**src/rtl/tt_sweep_pkg.sv**
```systemverilog
`default_nettype none
// ============================================================================
// Module   : tt_sweep_pkg
// Brief    : Shared types, default constants and MISR step for tt_sweep_capture.
// Revision : 1.0
// ============================================================================
package tt_sweep_pkg;

    typedef enum logic [1:0] {
        ST_IDLE  = 2'd0,
        ST_DRIVE = 2'd1,
        ST_EMIT  = 2'd2,
        ST_DONE  = 2'd3
    } state_t;

    localparam int                 N_IN_D  = 5;
    localparam int                 N_OUT_D = 13;
    localparam int                 SIG_W_D = 16;
    localparam logic [SIG_W_D-1:0] POLY_D  = 16'h1021;
    localparam logic [SIG_W_D-1:0] SEED_D  = 16'hFFFF;

    // Shift left, fold in the polynomial when the MSB falls out, then xor the data.
    function automatic logic [SIG_W_D-1:0] misr_step(
        input logic [SIG_W_D-1:0] sig,
        input logic [SIG_W_D-1:0] data,
        input logic [SIG_W_D-1:0] poly
    );
        misr_step = {sig[SIG_W_D-2:0], 1'b0} ^ (sig[SIG_W_D-1] ? poly : '0) ^ data;
    endfunction

endpackage
`default_nettype wire

```
**src/rtl/tt_misr.sv**
```systemverilog
`default_nettype none
// ============================================================================
// Module   : tt_misr
// Brief    : Multiple-input signature register with seed load and step enable.
// Revision : 1.0
// ============================================================================
module tt_misr
    import tt_sweep_pkg::*;
#(
    parameter int               SIG_W = SIG_W_D,
    parameter logic [SIG_W-1:0] POLY  = POLY_D,
    parameter logic [SIG_W-1:0] SEED  = SEED_D
) (
    input  logic             clk,
    input  logic             rst,
    input  logic             load,
    input  logic             step,
    input  logic [SIG_W-1:0] data,
    output logic [SIG_W-1:0] sig
);

    logic [SIG_W-1:0] r_sig;
    logic [SIG_W-1:0] w_next;

    // The shared package helper is fixed at the default width; other widths use the same rule inline.
    generate
        if (SIG_W == SIG_W_D) begin : g_pkg_step
            assign w_next = misr_step(r_sig, data, POLY);
        end else begin : g_generic_step
            assign w_next = {r_sig[SIG_W-2:0], 1'b0} ^ (r_sig[SIG_W-1] ? POLY : '0) ^ data;
        end
    endgenerate

    always_ff @(posedge clk) begin
        if (rst) begin
            r_sig <= SEED;
        end else if (load) begin
            r_sig <= SEED;
        end else if (step) begin
            r_sig <= w_next;
        end
    end

    assign sig = r_sig;

endmodule
`default_nettype wire

```
**src/rtl/tt_sweep_capture.sv**
```systemverilog
`default_nettype none
// ============================================================================
// Module   : tt_sweep_capture
// Brief    : Exhaustive truth-table sweep of a combinational CUT with record
//            streaming and MISR signature check.
// Revision : 1.0
// ============================================================================
module tt_sweep_capture
    import tt_sweep_pkg::*;
#(
    parameter int               N_IN   = N_IN_D,
    parameter int               N_OUT  = N_OUT_D,
    parameter int               SETTLE = 1,
    parameter int               SIG_W  = SIG_W_D,
    parameter logic [SIG_W-1:0] POLY   = POLY_D,
    parameter logic [SIG_W-1:0] SEED   = SEED_D
) (
    input  logic             clk,
    input  logic             rst,
    input  logic             start,
    input  logic [SIG_W-1:0] exp_sig,
    output logic [N_IN-1:0]  cut_x,
    input  logic [N_OUT-1:0] cut_f,
    output logic             out_valid,
    input  logic             out_ready,
    output logic [N_IN-1:0]  out_vec,
    output logic [N_OUT-1:0] out_resp,
    output logic             busy,
    output logic             done,
    output logic [SIG_W-1:0] signature,
    output logic             match
);

    localparam logic [3:0]      c_settle_last = 4'(SETTLE - 1);
    localparam logic [N_IN-1:0] c_last_vec    = '1;

    state_t           r_state;
    state_t           w_state_next;
    logic [N_IN-1:0]  r_vec;
    logic [3:0]       r_cnt;
    logic [N_OUT-1:0] r_resp;
    logic             r_match;

    logic             w_start_sweep;
    logic             w_capture;
    logic             w_accept;
    logic             w_sig_eq;

    always_comb begin
        w_state_next  = r_state;
        w_start_sweep = 1'b0;
        w_capture     = 1'b0;
        w_accept      = 1'b0;
        case (r_state)
            ST_IDLE: begin
                if (start) begin
                    w_start_sweep = 1'b1;
                    w_state_next  = ST_DRIVE;
                end
            end
            ST_DRIVE: begin
                if (r_cnt == c_settle_last) begin
                    w_capture    = 1'b1;
                    w_state_next = ST_EMIT;
                end
            end
            ST_EMIT: begin
                if (out_ready) begin
                    w_accept     = 1'b1;
                    w_state_next = (r_vec == c_last_vec) ? ST_DONE : ST_DRIVE;
                end
            end
            ST_DONE: begin
                w_state_next = ST_IDLE;
            end
            default: begin
                w_state_next = ST_IDLE;
            end
        endcase
    end

    always_ff @(posedge clk) begin
        if (rst) begin
            r_state <= ST_IDLE;
            r_vec   <= '0;
            r_cnt   <= '0;
            r_resp  <= '0;
            r_match <= 1'b0;
        end else begin
            r_state <= w_state_next;
            if (w_start_sweep) begin
                r_vec   <= '0;
                r_cnt   <= '0;
                r_match <= 1'b0;
            end
            if (r_state == ST_DRIVE && !w_capture) begin
                r_cnt <= r_cnt + 4'd1;
            end
            if (w_capture) begin
                r_resp <= cut_f;
            end
            // The counter parks on the last vector instead of wrapping at sweep end.
            if (w_accept && r_vec != c_last_vec) begin
                r_vec <= r_vec + N_IN'(1);
                r_cnt <= '0;
            end
            if (r_state == ST_DONE) begin
                r_match <= w_sig_eq;
            end
        end
    end

    tt_misr #(
        .SIG_W (SIG_W),
        .POLY  (POLY),
        .SEED  (SEED)
    ) u_misr (
        .clk  (clk),
        .rst  (rst),
        .load (w_start_sweep),
        .step (w_accept),
        .data (SIG_W'(r_resp)),
        .sig  (signature)
    );

    assign w_sig_eq  = (signature == exp_sig);
    assign cut_x     = r_vec;
    assign out_vec   = r_vec;
    assign out_resp  = r_resp;
    assign out_valid = (r_state == ST_EMIT);
    assign busy      = (r_state == ST_DRIVE) || (r_state == ST_EMIT);
    assign done      = (r_state == ST_DONE);
    // In the done cycle the comparison is shown live; afterwards the registered copy holds it.
    assign match     = (r_state == ST_DONE) ? w_sig_eq : r_match;

endmodule
`default_nettype wire

```
**config.mk**
```make
export PLATFORM = sky130hd
export DESIGN_NAME = tt_sweep_capture
export DESIGN_NICKNAME = d
export VERILOG_FILES = /design/src/rtl/tt_sweep_pkg.sv /design/src/rtl/tt_misr.sv /design/src/rtl/tt_sweep_capture.sv
export SDC_FILE = /design/constraint.sdc
export NUM_CORES = 1
export LEC_CHECK = 0
export CAP_MARGIN = 10
export CORE_UTILIZATION = 40
export DETAILED_ROUTE_END_ITERATION = 8
export GPL_TIMING_DRIVEN = 1
export PLACE_DENSITY = 0.76
export SYNTH_ARGS = -nofsm -noshare
export SYNTH_HDL_FRONTEND = slang
export SYNTH_SLANG_ARGS = --single-unit
export TNS_END_PERCENT = 5
```
**constraint.sdc**
```tcl
create_clock -name clk -period 1.9 [get_ports clk]
set_clock_uncertainty 0.05 [all_clocks]
set_input_delay 0.38 -clock clk [delete_from_list [all_inputs] [get_ports clk]]
set_output_delay 0.38 -clock clk [all_outputs]
set_load 0.03 [all_outputs]
```
# == Word level (Yosys, flattened, before mapping) ==
# Cells that the tools add are included.
# op_classes
add_sub_neg,2
eq_ne,9
mux,19
n_bitwise,2
reduce_logical,12
# ops
operator,n
== test 16 bit,1
bitwise XOR 16 x 13 -> 16 bit,1
bitwise XOR 16 bit,1
two-way mux 13 bit,1
two-way mux 5 bit,2
two-way mux 1 bit,9
two-way mux 2 bit,4
two-way mux 4 bit,2
case mux 2 bit (4 select lines),1
nonzero test 2 bit,3
"adder 5 x 1 -> 5 bit, second input constant",1
"== test 5 bit, second input constant",1
"inequality test 5 bit, second input constant",1
"adder 4 x 1 -> 4 bit, second input constant",1
"== test 2 bit, second input constant",2
logical NOT 4 bit,1
"inequality test 2 bit, second input constant",2
OR reduction 2 bit,2
AND reduction 3 bit,1
"== test 2 x 1 -> 1 bit, second input constant",1
logical AND 1 bit,2
logical NOT 2 bit,1
"inequality test 2 x 1 -> 1 bit, second input constant",1
logical NOT 1 bit,1
logical OR 1 bit,1
# totals
ff_bits,41
in_bits,33
output_inout_bits,43
word_cells,50

# == Logic depth before layout (Yosys ltp) ==
# Gate-level depths: netlist (run 1).
# logic_depth
ltp_word,6
depth_mapped,8
mapped_depth_nobuf,7

# == Cells and area by module ==
# From an unflattened synthesis (run 1), not the netlist that was laid out.
# unflattened
cells_unflattened,238
hier_area_um2,2099.5
# by_module_without_submodules
mod,instances,cells_per_inst,area_per_inst_um2,seq_area_each_um2
tt_sweep_capture,1,169,1363.8,500.5
tt_misr,1,69,735.7,320.3

# == Worst setup path before layout (run 1) ==
# No wires, ideal clock.
# synth_timing
kind,register -> output
startpoint,reg r_state[0]
endpoint,out match
arrival_time_ps,1954
required_time_ps,1470
slack_ps,-484
stages_incl_launch_ff,5
n_path_buf,0
cell_sequence,dfxtp_1 > ha_1 > o21ai_0 > or4_4 > o22ai_1
# synth_between
elab_chain_len,2
# synth_rtl
item,line,text
start: declaration,tt_sweep_capture.sv:37,state_t r_state;
start signal: assignment,tt_sweep_capture.sv:90,r_state <= w_state_next;
== test 2 bit,n/a,
via done,tt_sweep_capture.sv:29,"output logic done,"
two-way mux 1 bit,tt_sweep_capture.sv:134,assign match = (r_state == ST_DONE) ? w_sig_eq : r_match;
end: declaration,tt_sweep_capture.sv:31,output logic match
# The timed path passes the listed nets, and every way through them passes these cells.

# == Final worst setup path (run 1) ==
# layout_timing
startpoint,reg r_state[1]
endpoint,out match
# layout_between
elab_chain_len,2
# layout_rtl
item,line
== test 2 bit,tt_sweep_capture.sv:134
two-way mux 1 bit,tt_sweep_capture.sv:134
# No other way between the ends.

==> results of run 1 <==
final cells by class:
class,count,area share (%)
inverter,9,1.061
timing repair buffer,99,29.83
multi-input combinational,177,37.58
tap,67,2.634
clock buffer,6,2.280
clock inverter,2,0.4717
sequential,41,26.14
cells by family (layout without fill, tap and decap cells):
| family | Yosys count | count (layout) |
|---|---|---|
| buffers and inverters | 28 | 116 |
| adder cells (fa/ha/maj) | 9 | 9 |
| XOR/XNOR | 29 | 29 |
| AO/OA/AOI/OAI | 51 | 51 |
| flip-flops | 41 | 41 |
| AND/OR/NAND/NOR | 88 | 88 |
how the worst min path moves through the flow:
stage	startpoint	end	cells past startpoint
2_1_floorplan	u_misr.sig[13]	u_misr.sig[13]	2
3_3_place_gp	out_resp[6]	out_resp[6]	2
3_5_place_dp	out_resp[6]	out_resp[6]	2
4_1_cts	out_resp[6]	out_resp[6]	2
5_1_grt	out_resp[8]	out_resp[8]	2
6_report	out_resp[6]	out_resp[6]	2
metrics by stage:
stage | setup WS, ns | hold slack, ns | setup TNS (ns) | std cells
floorplan | -0.09069 | 0.4143 | -0.09069 | 246
global placement | -0.4195 | 0.4271 | -0.5855 | 393
detailed placement | -0.4284 | 0.4290 | -0.5977 | 393
CTS | -0.2739 | 0.4404 | -0.2739 | 401
global route | -0.2753 | 0.4778 | -0.2753 | 401
finish | -0.2223 | 0.4389 | -0.2223 | 401
layer usage:
layer / vias up / part of all wire [%] / wire length, µm / GRT usage [%]
met5: - / 0 / 0 / 0
met4: 0 / 2.4 / 127 / 9.402
met3: 10 / 4.7 / 251 / 4.801
met2: 48 / 46 / 2493 / 31.11
met1: 894 / 46 / 2492 / 27.41
li1: 1003 / - / - / -
registers in the layout, indices dropped and copies added (netlist names):
signal	flops
r_cnt	4
out_resp	13
r_state	2
cut_x	5
u_misr.sig	16
r_match	1
placed cells by master (no fill, tap or decap), types with 3 or more instances in the layout:
cell type,synthesis,routed
nand2_1,51,51
nor2_1,3,3
xnor2_1,20,18
nand3_1,12,11
nor3_1,4,4
dlymetal6s2s_1,0,13
nand3b_1,6,6
a21oi_1,25,24
clkdlybuf4s50_1,0,49
buf_4,8,26
dfxtp_2,0,9
dfxtp_1,41,32
ha_1,9,8
xor2_1,9,8
inv_1,9,9
dlygate4sd2_1,0,8
o211ai_1,14,14
clkbuf_8,0,5
repair_timing:
action,CTS,global route
pin swaps,12,5
resized for setup,20,24
endpoints found under the setup margin,5,16
worst reg2reg max path: stages (launching register included):
cell and delay (ns):
dfxtp_2 0.39, ha_1 0.20, and3_1 0.17, ha_1 0.15
and3b_2 0.27, or2_2 0.34, a31oi_1 0.14
power by group:
group          internal (µW)  switching, µW  total (µW)  leakage [µW]
sequential               924           67.0         991      0.000333
clock                    259            308         567     0.0000374
combinational            346            428         774      0.000939
total                   1530            804        2330       0.00131
==> key figures, run 1 <==
Yosys
  – Mux cell area share after synthesis: 0%
  – Post-Synth Simple-Gate Area: 20.27%
  – Post-synth top flop: dfxtp_1
  – Post-synthesis cell area: 2068 µm²
  – Post-synthesis compound-gate area fraction: about 16%
  – Synth top area share: 39.69%
  – Synth top area cells: dfxtp_1 40%, nand2_1 9.3%, xnor2_1 8.5%, a21oi_1 6.0%, ha_1 5.4%
  – Commonest cells post-synth: 51 x nand2_1, 41 x dfxtp_1, 25 x a21oi_1
  – Seq/Total Area, Yosys: about two fifths
  – Post-synth top area cell: dfxtp_1
  – Post-Synthesis Net Count: 288
  – Synth Area in Adders: roughly 5.4%
  – Mean Syn Cell Area: 8.407 µm²
  – Post-Synthesis Cells: ~250
  – Library cells used by synthesis: 34
  – Ys async rst share: 0%
  – Post-synth EDFFs: 0
  – Synthesis Warnings: 0
  – Main combinational cell family by area after synthesis: simple AND/OR/NAND/NOR gates
  – XOR/XNOR Fraction of Synth Area: between 10% and 20%
  – Top-count cell post-synth: nand2_1
  – Register bit total from synthesis: 41

Cells and area
  – FF+latch area: between 800 and 900 µm²
  – Share of cells above drive strength 1: 17.37%
  – NumNets Final: 375
  – Antenna Cells: 0
  – P&R area growth vs syn: 53.90%
  – Fin util: 65.65%
  – FILL cells: ~420
  – Area occupied by multi-input gates: 1196 µm²
  – Final Cell Area: around 3200 µm²

Setup path
  – RR Endpoint: r_cnt[2]
  – Critical path class: reg2out
  – Worst-path maximum fanout: 2
  – Reg2reg setup slack: ~0.11 ns
  – WP data required: 1.47 ns
  – Worst Setup EP: match
  – Worst setup path startpoint: r_state[1]
  – Levels on crit path: 5
  – Critical path arrival: 1.69 ns
  – Critical path startpoint category: flop
  – RR Startpoint: cut_x[0]
  – R2R depth: 6
  – Buf/Inv on CP: 1
  – CP delay by family, top: simple AND/OR/NAND/NOR gates
  – Crit. End Element: output pin
  – CP max stage delay: roughly 0.56 ns
  – Cell at the slowest stage of the critical path: or4_4
  – Worst-path cell chain: ha_4 -> o21ai_2 -> or4_4 -> o22ai_4 -> buf_6

Clocking
  – Htree depth: 2
  – Postcts setup bufs: 0
  – Cts bufs inserted: 5
  – Root Buffer: clkbuf_8
  – Clock Path Buffers: 2
  – Post-CTS Hold Buffers: 0
  – Clock slew at reported path FFs: 0.08 ns
  – CTS tree: built
  – Clk_lat worst skew: 0.30 ns
  – Clk sinks: between 40 and 50

Detailed routing
  – Post-DR wirelength/cell: approximately 13 µm
  – Final ANT Viol Nets: 0
  – Post-route DRC: 0
  – Drt via density: roughly 4.9
  – Drt pass-1 iters: 4
  – DR iter-0 viols: 113
  – Total number of vias: approximately 2000
  – Routed wire length: 5365 µm

Global routing
  – GRT Residual Overflow: 0
  – Largest net degree at the start of global routing: 31
  – GRT Util Overall: 20.47%
  – Initial antenna violation count: 0
  – First-pass GRT wire length: roughly 8400 µm
  – Vias in the first global route: 1780

Power and ir drop
  – Tot Pwr: 2332 µW
  – Pwr Density: between 700 and 800 nW/µm²
  – P_leak: 0.001309 µW
  – Peak VDD IR: between 0.0006 and 0.0007 V

Timing
  – Worst-margin pin slew: between 0.3 and 0.4 ns
  – Final setup violation count: 1
  – Period minus WS final: 2.122 ns
  – Max Freq: 471.2 MHz
  – RSZ-0062 raised after global routing: yes
  – Rel. slew slack: 75.59%
  – Worst setup margin: -0.2223 ns
  – Final worst path period share: 111.7%
  – Fin. Hold Viols: 0
  – Max Slew Vio Count: 0

Floorplan
  – Die X: 73.91 µm
  – Initial core utilization: 42.66%
  – Die ar.: 5462 µm²
  – Chip height: roughly 74 µm
  – Core ar.: 4848 µm²
  – # rows: 25
  – I/O Pins: 76

Outcome
  – Failing checks: setup timing
  – Status: complete, but fails checks

Place
  – Hpwl dp: around 4100 µm
  – Area post-placement: 3002 µm²
  – Number of port buffers: 75
  – Routability cong.: 0.7970

Min path
  – Worst Hold Class: reg2reg

Job
  – Max-Cap Viols: 0
Power figures use the tool's default switching activity.
==> run 2: changes to the inputs <==
--- a/config.mk
+++ b/config.mk
@@ -10,7 +10,9 @@
 export DETAILED_ROUTE_END_ITERATION = 8
 export GPL_TIMING_DRIVEN = 1
 export PLACE_DENSITY = 0.76
+export RECOVER_POWER = 25
 export SYNTH_ARGS = -nofsm -noshare
 export SYNTH_HDL_FRONTEND = slang
+export SYNTH_HIERARCHICAL = 1
 export SYNTH_SLANG_ARGS = --single-unit
 export TNS_END_PERCENT = 5
==> key figures, run 2 <==
Power and ir drop
  – Switching pwr: 769.1 µW (was 803.7 µW)
  – Internal cell power: 1510 µW (was 1528 µW)
  – Sequential Power Share: 43.1% (was 42.5%)
  – Combinational share of power: 33.0% (was 33.2%)
  – Switching share of power: 33.75% (was 34.47%)
  – Power share of the clock group: 23.9% (was 24.3%)
  – Pwr Density: 727.6 nW/µm² (was 732.6 nW/µm²)
  – P_leak: 0.001257 µW (was 0.001309 µW)
  – Peak VDD IR: 0.0003521 V (was 0.0006054 V)

Detailed routing
  – Post-DR wirelength/cell: 13.37 µm (was 13.38 µm)
  – Final ANT Viol Nets: 0 (unchanged)
  – DR iter-0 viols: 72 (was 113)
  – Post-route DRC: 0 (unchanged)
  – Routed wire length: 5415 µm (was 5365 µm)
  – Drt pass-1 iters: 4 (unchanged)
  – Total number of vias: 1981 (was 1955)
  – Drt via density: 4.891 (was 4.875)

Yosys
  – Library cells used by synthesis: 39 (was 34)
  – Mean Syn Cell Area: 8.821 µm² (was 8.407 µm²)
  – Ys async rst share: 0% (unchanged)
  – Synth top area cells: dfxtp_1 39%, xnor2_1 6.3%, xor2_1 6.3%, a21oi_1 5.7%, nand2_1 5.7% (was dfxtp_1 40%, nand2_1 9.3%, xnor2_1 8.5%, a21oi_1 6.0%, ha_1 5.4%)
  – Register bit total from synthesis: 41 (unchanged)
  – Top-count cell post-synth: dfxtp_1 (was nand2_1)
  – Post-Synthesis Cells: 238 (was 246)
  – Seq/Total Area, Yosys: 39.09% (was 39.69%)
  – Post-synthesis cell area: 2100 µm² (was 2068 µm²)
  – Post-synth top flop: dfxtp_1 (unchanged)
  – Post-synth EDFFs: 0 (unchanged)
  – Synth top area share: 39.09% (was 39.69%)
  – Synthesis Warnings: 6 (was 0)
  – Commonest cells post-synth: 41 x dfxtp_1, 32 x nand2_1, 24 x a21oi_1 (was 51 x nand2_1, 41 x dfxtp_1, 25 x a21oi_1)
  – Post-synth top area cell: dfxtp_1 (unchanged)

Setup path
  – WP data required: 1.47 ns (about the same)
  – RR Endpoint: r_cnt[1] (was r_cnt[2])
  – Reg2reg setup slack: 0.16 ns (was 0.11 ns)
  – Crit. End Element: output pin (unchanged)
  – Critical path class: reg2out (unchanged)
  – Worst-path maximum fanout: 2 (unchanged)
  – Critical path arrival: 1.60 ns (was 1.69 ns)
  – Critical path startpoint category: flop (unchanged)
  – R2R depth: 6 (unchanged)
  – RR Startpoint: r_cnt[0] (was cut_x[0])

Min path
  – Endpoint, Worst Hold: out_resp[10] (was out_resp[6])
  – Hold Startpoint: out_resp[10] (was out_resp[6])
  – Hold Path Depth: 2 (unchanged)
  – Worst Hold Class: reg2reg (unchanged)

Floorplan
  – Die ar.: 5543 µm² (was 5462 µm²)
  – Die X: 74.45 µm (was 73.91 µm)
  – I/O Pins: 76 (unchanged)
  – # rows: 26 (was 25)
  – Initial core utilization: 41.37% (was 42.66%)
  – Chip height: 74.45 µm (was 73.91 µm)
  – Core ar.: 5075 µm² (was 4848 µm²)

Global routing
  – First-pass GRT wire length: 8859 µm (was 8369 µm)
  – Vias in the first global route: 1857 (was 1780)
  – Initial antenna violation count: 0 (unchanged)
  – Largest net degree at the start of global routing: 17 (was 31)
  – GRT Residual Overflow: 0 (unchanged)
  – GRT Util Overall: 21.29% (was 20.47%)

Place
  – Routability cong.: 0.8539 (was 0.7970)
  – Hpwl dp: 4163 µm (was 4098 µm)
  – Number of port buffers: 75 (unchanged)
  – Post-Place Setup Slack: -0.3598 ns (was -0.4284 ns)

Timing
  – Worst setup margin: -0.1328 ns (was -0.2223 ns)
  – Period minus WS final: 2.033 ns (was 2.122 ns)
  – Max Freq: 491.9 MHz (was 471.2 MHz)
  – Final setup violation count: 1 (unchanged)
  – Max Slew Vio Count: 0 (unchanged)
  – Fin. Hold Viols: 0 (unchanged)
  – Hold WS: 0.4357 ns (was 0.4389 ns)
  – RSZ-0062 raised after global routing: yes (unchanged)
  – Final worst path period share: 107.0% (was 111.7%)

Clocking
  – Clk_lat worst skew: 0.29 ns (was 0.30 ns)
  – Root Buffer: clkbuf_8 (unchanged)
  – Cts bufs inserted: 5 (unchanged)
  – Clock slew at reported path FFs: 0.08 ns (about the same)
  – Htree depth: 2 (unchanged)
  – CTS tree: built (unchanged)
  – Clk sinks: 41 (unchanged)
  – Clock Path Buffers: 2 (unchanged)

Cells and area
  – P&R area growth vs syn: 49.17% (was 53.90%)
  – Antenna Cells: 0 (unchanged)
  – Largest register FFs: 16 (unchanged)
  – NumNets Final: 376 (was 375)
  – FILL cells: 494 (was 424)
  – Most common cell after layout, fill and taps aside: clkdlybuf4s50_1 (was nand2_1)
  – Share of cells above drive strength 1: 12.84% (was 17.37%)
  – Most frequent cells in the layout: 48 x clkdlybuf4s50_1, 36 x dfxtp_1, 32 x nand2_1, 24 x a21oi_1, 21 x buf_4 (was 51 x nand2_1, 49 x clkdlybuf4s50_1, 32 x dfxtp_1, 26 x buf_4, 24 x a21oi_1)

Outcome
  – Status: complete, but fails checks (unchanged)
  – Failing checks: setup timing (unchanged)

Job
  – Max-Cap Viols: 0 (unchanged)
run 2: cell count changes after synthesis, moves of 3 or more:
| cell | delta |
|---|---|
| nor2_1 | +6 |
| xnor2_1 | -5 |
| nand2b_1 | +16 |
| nor3_1 | -3 |
| nand3_1 | -7 |
| clkbuf_1 | -6 |
| xor2_1 | +6 |
| buf_4 | -3 |
| nand2_1 | -19 |
| nand3b_1 | -3 |
run 2: how the worst max path moves through the flow:
stage          endpoint  slack (ns)  depth (start not counted)           from
3_3_place_gp      match       -0.35                          7    exp_sig[12]
2_1_floorplan  cut_x[3]        0.07                          7       cut_x[0]
4_1_cts           match       -0.15                          5  u_misr/sig[6]
5_1_grt           match       -0.27                          5  u_misr/sig[3]
6_report          match       -0.13                          5  u_misr/sig[3]
3_5_place_dp      match       -0.36                          6     exp_sig[3]
run 2: logic make-up after synthesis:
logic type	synth area share, %
and+or+nand+nor	20.68
AOI/OAI and AO/OA	14.90
DFF	39.09
xor gates and xnor gates	14.66
buffers and inverters	4.648
adders and majority gates	5.364
other	0.1786
muxes	0.4768
run 2: area by class of cell:
type | instances | area, µm² | share of cell area (%)
well taps | 70 | 87.58 | 2.797
repair buffers | 99 | 880.8 | 28.13
clock inverters | 2 | 10.01 | 0.3196
multi-input cells | 179 | 1224 | 39.07
inverters | 8 | 30.03 | 0.9589
flip-flops and latches | 41 | 827.0 | 26.41
clock buffers | 6 | 72.57 | 2.317
run 2: power groups by stage:
stage | registers, µW | logic [µW] | clock network (µW)
after global placement | 1000 | 768 | 0
after CTS | 983 | 768 | 554
after detailed placement | 1000 | 780 | 0
after floorplan | 1100 | 332 | 0
final | 981 | 753 | 545
after global routing | 991 | 819 | 597
run 2: routing by layer:
layer | global-route usage, % | share of wire [%] | wire length (µm)
met1 | 29.39 | 46 | 2505
met2 | 33.83 | 47 | 2563
met3 | 3.388 | 5.1 | 275
met4 | 7.338 | 1.3 | 71
met5 | 0 | 0 | 0
run 2: what timing repair did:
| action | in CTS | in global routing |
|---|---|---|
| pin swaps | 8 | 5 |
| endpoints found under the setup margin | 6 | 10 |
| gates resized for setup | 28 | 11 |
| setup buffers | 2 | 0 |
| hold buffers | 0 | 0 |
run 2: stage by stage:
stage                     area [µm²]  TNS, ns  total power [µW]  utilization, %  std cells
final                           3132  -0.1328              2279           61.71        405
after global routing            3132  -0.2655              2406           61.71        405
after CTS                       3182  -0.1473              2305           62.70        405
after detailed placement        3072  -0.4133              1782           60.53        395
after global placement          3072  -0.4238              1770           60.53        395
after floorplan                 2113        0              1432               -        240
run 2: worst max-delay path, stage by stage, from the launching register on:
cell,delay (ns)
dfxtp_2,0.33
xor2_1,0.14
nor4_1,0.29
nand3_1,0.22
o22ai_4,0.20
buf_12,0.14
